==> config.mk <==
export PLATFORM = sky130hd
export DESIGN_NAME = me_fullsearch_engine
export DESIGN_NICKNAME = d
export VERILOG_FILES = /design/src/rtl/me_fullsearch_engine.sv
export SDC_FILE = /design/constraint.sdc
export NUM_CORES = 1
export LEC_CHECK = 0
export CAP_MARGIN = 5
export CELL_PAD_IN_SITES_DETAIL_PLACEMENT = 0
export CELL_PAD_IN_SITES_GLOBAL_PLACEMENT = 2
export CORE_MARGIN = 2
export CORE_UTILIZATION = 38
export CTS_BUF_LIST = sky130_fd_sc_hd__clkbuf_8
export DETAILED_ROUTE_END_ITERATION = 10
export GPL_ROUTABILITY_DRIVEN = 1
export GPL_TIMING_DRIVEN = 1
export PLACE_DENSITY = 0.84
export SYNTH_ARGS = -nofsm -noshare
export SYNTH_HDL_FRONTEND = slang
export SYNTH_SLANG_ARGS = --single-unit
==> constraint.sdc <==
create_clock -name clk -period 8 [get_ports clk]
set_input_delay 1.2 -clock clk [delete_from_list [all_inputs] [get_ports clk]]
set_output_delay 1.2 -clock clk [all_outputs]
set_load 0.01 [all_outputs]
==> src/rtl/me_fullsearch_engine.sv <==
// ---------------------------------------------------------------------------
// me_fullsearch_engine
//
// Full-search block-matching motion estimator. Every candidate displacement
// (cx, cy) of a BLK x BLK reference block inside a SWIN x SWIN search window
// is scored by its sum of absolute differences. The candidate with the
// smallest SAD wins, and ties go to the earlier candidate in raster order.
// With PDE_EN=1, a candidate is abandoned as soon as its partial SAD can no
// longer beat the best so far. The result is identical to the PDE_EN=0 case.
//
// Pixels come from external synchronous memories with a one-cycle read
// latency. R/S carry the data for the addresses driven one cycle earlier.
//
// Ports:
//   clk        rising-edge clock
//   reset      synchronous, active-high
//   start      launch request (honoured in IDLE or DONE only)
//   R, S       reference / search pixel read data
//   AddressR   reference address, row-major, stride BLK
//   AddressS   search address, row-major, stride SWIN
//   BestDist   minimum SAD, saturated to 2^DIST_W-1
//   motionX    best column offset, 0..2*RANGE-1
//   motionY    best row offset, 0..2*RANGE-1
//   completed  result valid (level, held until next start/reset)
// ---------------------------------------------------------------------------
module me_fullsearch_engine #(
  parameter int PIX_W  = 8,
  parameter int BLK    = 16,
  parameter int RANGE  = 8,
  parameter int DIST_W = 8,
  parameter int PDE_EN = 0,
  localparam int SWIN  = BLK + 2*RANGE - 1,
  localparam int AR_W  = $clog2(BLK*BLK),
  localparam int AS_W  = $clog2(SWIN*SWIN),
  localparam int MV_W  = $clog2(2*RANGE),
  localparam int ACC_W = PIX_W + 2*$clog2(BLK)
) (
  input  logic              clk,
  input  logic              reset,
  input  logic              start,
  input  logic [PIX_W-1:0]  R,
  input  logic [PIX_W-1:0]  S,
  output logic [AR_W-1:0]   AddressR,
  output logic [AS_W-1:0]   AddressS,
  output logic [DIST_W-1:0] BestDist,
  output logic [MV_W-1:0]   motionX,
  output logic [MV_W-1:0]   motionY,
  output logic              completed
);

  localparam int LB = $clog2(BLK);
  localparam int XW = (ACC_W > DIST_W) ? ACC_W : DIST_W;
  localparam logic [LB-1:0]   PIX_MAX = LB'(BLK - 1);
  localparam logic [MV_W-1:0] MV_MAX  = MV_W'(2*RANGE - 1);

  typedef enum logic [1:0] {IDLE, RUN, DRAIN, DONE} state_t;

  function automatic logic [PIX_W-1:0] abs_diff(input logic [PIX_W-1:0] a,
                                                input logic [PIX_W-1:0] b);
    logic signed [PIX_W:0] d;
    d = $signed({1'b0, a}) - $signed({1'b0, b});
    abs_diff = (d < 0) ? PIX_W'(-d) : PIX_W'(d);
  endfunction

  function automatic logic [DIST_W-1:0] sat_dist(input logic [ACC_W-1:0] v);
    logic [XW-1:0] vx;
    logic [XW-1:0] mx;
    vx = XW'(v);
    mx = XW'({DIST_W{1'b1}});
    sat_dist = (vx > mx) ? {DIST_W{1'b1}} : DIST_W'(vx);
  endfunction

  state_t            state;

  logic [LB-1:0]     px_p0, py_p0, npx, npy;
  logic [MV_W-1:0]   cx_p0, cy_p0, ncx, ncy;
  logic              vld_p0;

  logic              vld_p1, first_p1, last_p1;
  logic [MV_W-1:0]   cx_p1, cy_p1;

  logic [ACC_W-1:0]  acc_p2, best_p2;
  logic [MV_W-1:0]   bcx_p2, bcy_p2;
  logic              best_vld;

  logic [PIX_W-1:0]  absd_p1;
  logic [ACC_W-1:0]  sum_p1, best_nxt;
  logic [MV_W-1:0]   bcx_nxt, bcy_nxt;
  logic              best_vld_nxt, better, abort;
  logic              pix_first, pix_last, cand_last, wrap_cand, scan_end;
  logic              launch, advance;
  logic [AR_W-1:0]   ar_nxt;
  logic [AS_W-1:0]   as_nxt;

  // ---- stage p1 -> p2: accumulate |R-S|, compare at candidate end ----
  always_comb begin
    absd_p1      = abs_diff(R, S);
    sum_p1       = first_p1 ? ACC_W'(absd_p1) : acc_p2 + ACC_W'(absd_p1);
    better       = vld_p1 && last_p1 && (!best_vld || (sum_p1 < best_p2));
    // On the last pixel a losing candidate is simply not taken, so the
    // early abort only needs to cover the pixels before it.
    abort        = (PDE_EN != 0) && vld_p1 && !last_p1 && best_vld &&
                   (sum_p1 >= best_p2);
    best_nxt     = better ? sum_p1 : best_p2;
    bcx_nxt      = better ? cx_p1  : bcx_p2;
    bcy_nxt      = better ? cy_p1  : bcy_p2;
    best_vld_nxt = best_vld || better;
  end

  // ---- stage p0: address generation ----
  // An abort always refers to the candidate currently held in p0: the
  // in-flight read is never the last pixel of the aborting candidate's
  // predecessor, because aborts are suppressed on last pixels.
  always_comb begin
    pix_first = (px_p0 == '0) && (py_p0 == '0);
    pix_last  = (px_p0 == PIX_MAX) && (py_p0 == PIX_MAX);
    cand_last = (cx_p0 == MV_MAX) && (cy_p0 == MV_MAX);
    wrap_cand = pix_last || abort;
    scan_end  = wrap_cand && cand_last;
    launch    = ((state == IDLE) || (state == DONE)) && start;
    advance   = (state == RUN) && !scan_end;

    npx = px_p0 + LB'(1);
    npy = py_p0;
    ncx = cx_p0;
    ncy = cy_p0;
    if (wrap_cand) begin
      npx = '0;
      npy = '0;
      if (cx_p0 == MV_MAX) begin
        ncx = '0;
        ncy = cy_p0 + MV_W'(1);
      end else begin
        ncx = cx_p0 + MV_W'(1);
      end
    end else if (px_p0 == PIX_MAX) begin
      npx = '0;
      npy = py_p0 + LB'(1);
    end

    ar_nxt = AR_W'({npy, npx});
    as_nxt = (AS_W'(ncy) + AS_W'(npy)) * AS_W'(SWIN) + AS_W'(ncx) + AS_W'(npx);
  end

  // Control path: FSM, valids, best validity and registered outputs.
  always_ff @(posedge clk) begin
    if (reset) begin
      state     <= IDLE;
      AddressR  <= '0;
      AddressS  <= '0;
      BestDist  <= '0;
      motionX   <= '0;
      motionY   <= '0;
      completed <= 1'b0;
      vld_p0    <= 1'b0;
      vld_p1    <= 1'b0;
      best_vld  <= 1'b0;
    end else begin
      vld_p1   <= vld_p0 && !abort;
      best_vld <= best_vld_nxt;
      case (state)
        IDLE, DONE: begin
          if (start) begin
            state     <= RUN;
            completed <= 1'b0;
            AddressR  <= '0;
            AddressS  <= '0;
            vld_p0    <= 1'b1;
            best_vld  <= 1'b0;
          end
        end
        RUN: begin
          if (scan_end) begin
            state  <= DRAIN;
            vld_p0 <= 1'b0;
          end else begin
            AddressR <= ar_nxt;
            AddressS <= as_nxt;
            vld_p0   <= 1'b1;
          end
        end
        DRAIN: begin
          // The final pixel is compared in this cycle, so publish the
          // post-compare best directly.
          state     <= DONE;
          completed <= 1'b1;
          BestDist  <= sat_dist(best_nxt);
          motionX   <= bcx_nxt;
          motionY   <= bcy_nxt;
        end
        default: state <= IDLE;
      endcase
    end
  end

  // Datapath registers: counters, pipeline metadata, accumulator, best.
  always_ff @(posedge clk) begin
    if (launch) begin
      px_p0 <= '0;
      py_p0 <= '0;
      cx_p0 <= '0;
      cy_p0 <= '0;
    end else if (advance) begin
      px_p0 <= npx;
      py_p0 <= npy;
      cx_p0 <= ncx;
      cy_p0 <= ncy;
    end
    // ---- p0 -> p1 ----
    first_p1 <= pix_first;
    last_p1  <= pix_last;
    cx_p1    <= cx_p0;
    cy_p1    <= cy_p0;
    // ---- p1 -> p2 ----
    if (vld_p1) acc_p2 <= sum_p1;
    best_p2 <= best_nxt;
    bcx_p2  <= bcx_nxt;
    bcy_p2  <= bcy_nxt;
  end

endmodule

==> impl_metrics.toml <==
[run_status]
status = "completed"

[power]
leakagePower_nw = 3.26
power.density_nw_per_um2 = 289
peakVddDrop_mv = 0.110

[route]
drt_wl_total_um = 14600
drtIter0Drc = 206
drc = 0
wl_per_cell_um = 14.6
vias = 5083
routed_via_density = 5.09
drtAntennaViolNets = 0
firstDrtPassIters = 4

[global_routing]
grt.total_usage_pct = 16.6
grt_pass1_wl_um = 24200
grt_max_degree = 41
grt_pass1_vias = 5027
overflow = 0
grt_antenna_before_repair = 0

[placement]
dpl_worst_slack_ns = 0.358
portBuffers = 53
gp_congestion = 0.846
hpwl_um = 11200

[clock_tree]
cts_tree = "yes"
postCtsSetupRepairBufs = 0
cts_root_buf = "clkbuf_8"
cts.clk_slew.worst_paths_ns = 0.11
cts_buffers = 9
numClockSinks = 106
ctsResizeCount = 0
clk_latency_ns = 0.39
htree_levels = 3
cts.path.max_buffers = 2
hold_buffers = 0

[setup_path]
endpoint_kind = "flip-flop"
slowest_stage = "or4_4"
crit_path_frequent_cell = "ha_1"
worstPathMaxFanout = 8
startpoint = "R[0]"
crit_path_start_kind = "input pin"
max_stage_delay_ns = 0.57
criticalPathCategory = "in -> reg"
arrival_ns = 7.59
r2r_start = "px_p0[0]"
cp.required_ns = 8.26

[die]
die_y_um = 136
die_area_um2 = 18600
rows = 48
start_util_pct = 38.7
fp.dieW_um = 136
core_um2 = 17200
boundaryPins = 54

[timing]
rsz0062_at_grt = "false"
setup_viol = 0
hold_viol = 0
slew_violations = 0
tightest_slew_ns = 0.855
tns_ns = 0
period_needed_ns = 7.32
period_share_pct = 91.5
finClkSkew_ns = 0.00801
relSlewSlack_pct = 42.9
maxClockFrequency_mhz = 137
worst_slack_ns = 0.677

[synthesis]
synth.avg_cell_area_um2 = 9.15
ys_seq_area_share_pct = 34.3
yosysWarnings = 0
synth_nets = 838
synth_edf_count = 16
synth_seq_cells = 106
netlist_instances = 727
ys_types = 58
synthArstFlopShare_pct = 0
synth_flop_cell = "dfxtp_1"
synth.cell_area_um2 = 6650

[layout]
final_cell_mix = "90 x dfxtp_1, 80 x inv_1, 74 x ha_1, 70 x nor2_1, 54 x nand2_1"
syn2layout_area_growth_pct = 14.2
layout_commonest_cell = "dfxtp_1"
drive_gt1_share_pct = 6.86
nNetsFinal = 879
antenna_cells = 0

[hold_path]
min_path_type = "reg -> reg"
hp-start = "cy_p0[3]"

[run]
drv_cap = 0
-- sequential cells by signal (all words and copies together) (netlist names), 2 cells and up --
name	cells
AddressR	8
AddressS	10
BestDist	8
acc_p2	16
bcx_p2	4
bcy_p2	4
best_p2	16
cx_p0	4
cx_p1	4
cy_p0	4
cy_p1	4
motionX	4
motionY	4
px_p0	4
py_p0	4
state	2
-- metal layers --
layer  wire, µm  vias to the layer above  GRT usage (%)
li1           -                     2582              -
met1       6630                     2413           20.8
met2       7170                       72           29.0
met3        477                       16           2.20
met4        271                        0           6.13
met5          0                        -              0
-- final cells by class --
cell class	instances	area (µm²)
inverters	81	307
clock inverters	6	56.3
clock buffers	10	138
well taps	225	282
fillers	1719	9590
flip-flops and latches	106	2280
multi-input cells	513	3970
repair buffers	57	561
-- worst paths after layout --
path | to | slack, ns | cells past startpoint
setup / recovery | BestDist[7] | 0.68 | 26
setup reg to reg | AddressS[9] | 0.90 | 27
hold / removal | cy_p1[3] | 0.40 | 0
hold reg to reg | cy_p1[3] | 0.40 | 0
-- where the power goes --
group | leakage [nW] | internal (mW) | switching [mW] | total [mW]
combinational | 2.28 | 0.470 | 0.650 | 1.12
sequential | 0.883 | 0.650 | 0.0845 | 0.735
clock | 0.0973 | 0.129 | 0.206 | 0.335
total | 3.26 | 1.25 | 0.941 | 2.19
-- cells in the mapped netlist (2+ instances only) --
master     n  area share (%)
a211oi_1  17             1.9
a21o_1    12             1.4
a21oi_1   46             3.5
a22oi_1   11             1.2
a311oi_1   5            0.66
a31oi_1    4            0.38
and2_1     2            0.19
and3_1     4            0.38
buf_2      4            0.30
clkbuf_1  21             1.2
dfxtp_1   90              27
edfxtp_1  16             7.2
fa_1      18             5.4
ha_1      74              14
inv_1     80             4.5
mux2_2    24             4.1
mux2i_1   15             2.3
nand2_1   54             3.0
nand2b_1   6            0.56
nand3_1   16             1.2
nand3b_1   3            0.34
nand4_1    5            0.47
nand4b_1   2            0.26
nor2_1    70             4.0
nor2b_1    8            0.75
nor3_1    10            0.75
nor4_1     4            0.38
nor4b_1    2            0.26
o211a_1    2            0.30
o211ai_1   3            0.34
o21a_1     3            0.34
o21ai_0   19             1.4
o21bai_1   3            0.34
o22ai_1    2            0.19
o31a_1     2            0.26
o31ai_1    3            0.34
o41ai_1    2            0.26
or3_1      3            0.28
xnor2_1   28             3.7
xor2_1    16             2.1
-- critical path, delay by kind of cell --
| kind | cells | cell delay (ns) |
|---|---|---|
| muxes | 1 | 0.37 |
| buffers and inverters | 4 | 0.67 |
| AOI/OAI and AO/OA | 9 | 2.26 |
| adders and majority gates | 5 | 1.51 |
| and+or+nand+nor | 7 | 1.56 |
-- per-stage QoR --
stage	hold slack, ns	area, µm²	power (mW)	std cells	utilization [%]
CTS	0.405	7590	2.22	998	44.2
finish	0.404	7590	2.19	998	44.2
global route	0.421	7590	2.39	998	44.2
detailed placement	0.389	7400	1.87	982	43.1
floorplan	0.374	6650	1.57	727	-
global placement	0.396	7400	1.86	982	43.1
-- cells by family (layout without fill, tap and decap cells) --
kind of cell               after synthesis  after routing  share of synthesized area [%]
DFF                                    106            106                           34.3
muxes                                   40             40                           6.55
AOI/OAI and AO/OA                      144            144                           14.3
buffers and inverters                  108            154                           6.27
adders and majority gates               92             92                           19.3
xor gates and xnor gates                44             44                           5.80
and+or+nand+nor                        193            193                           13.4
(Power assumes the default switching activity.)
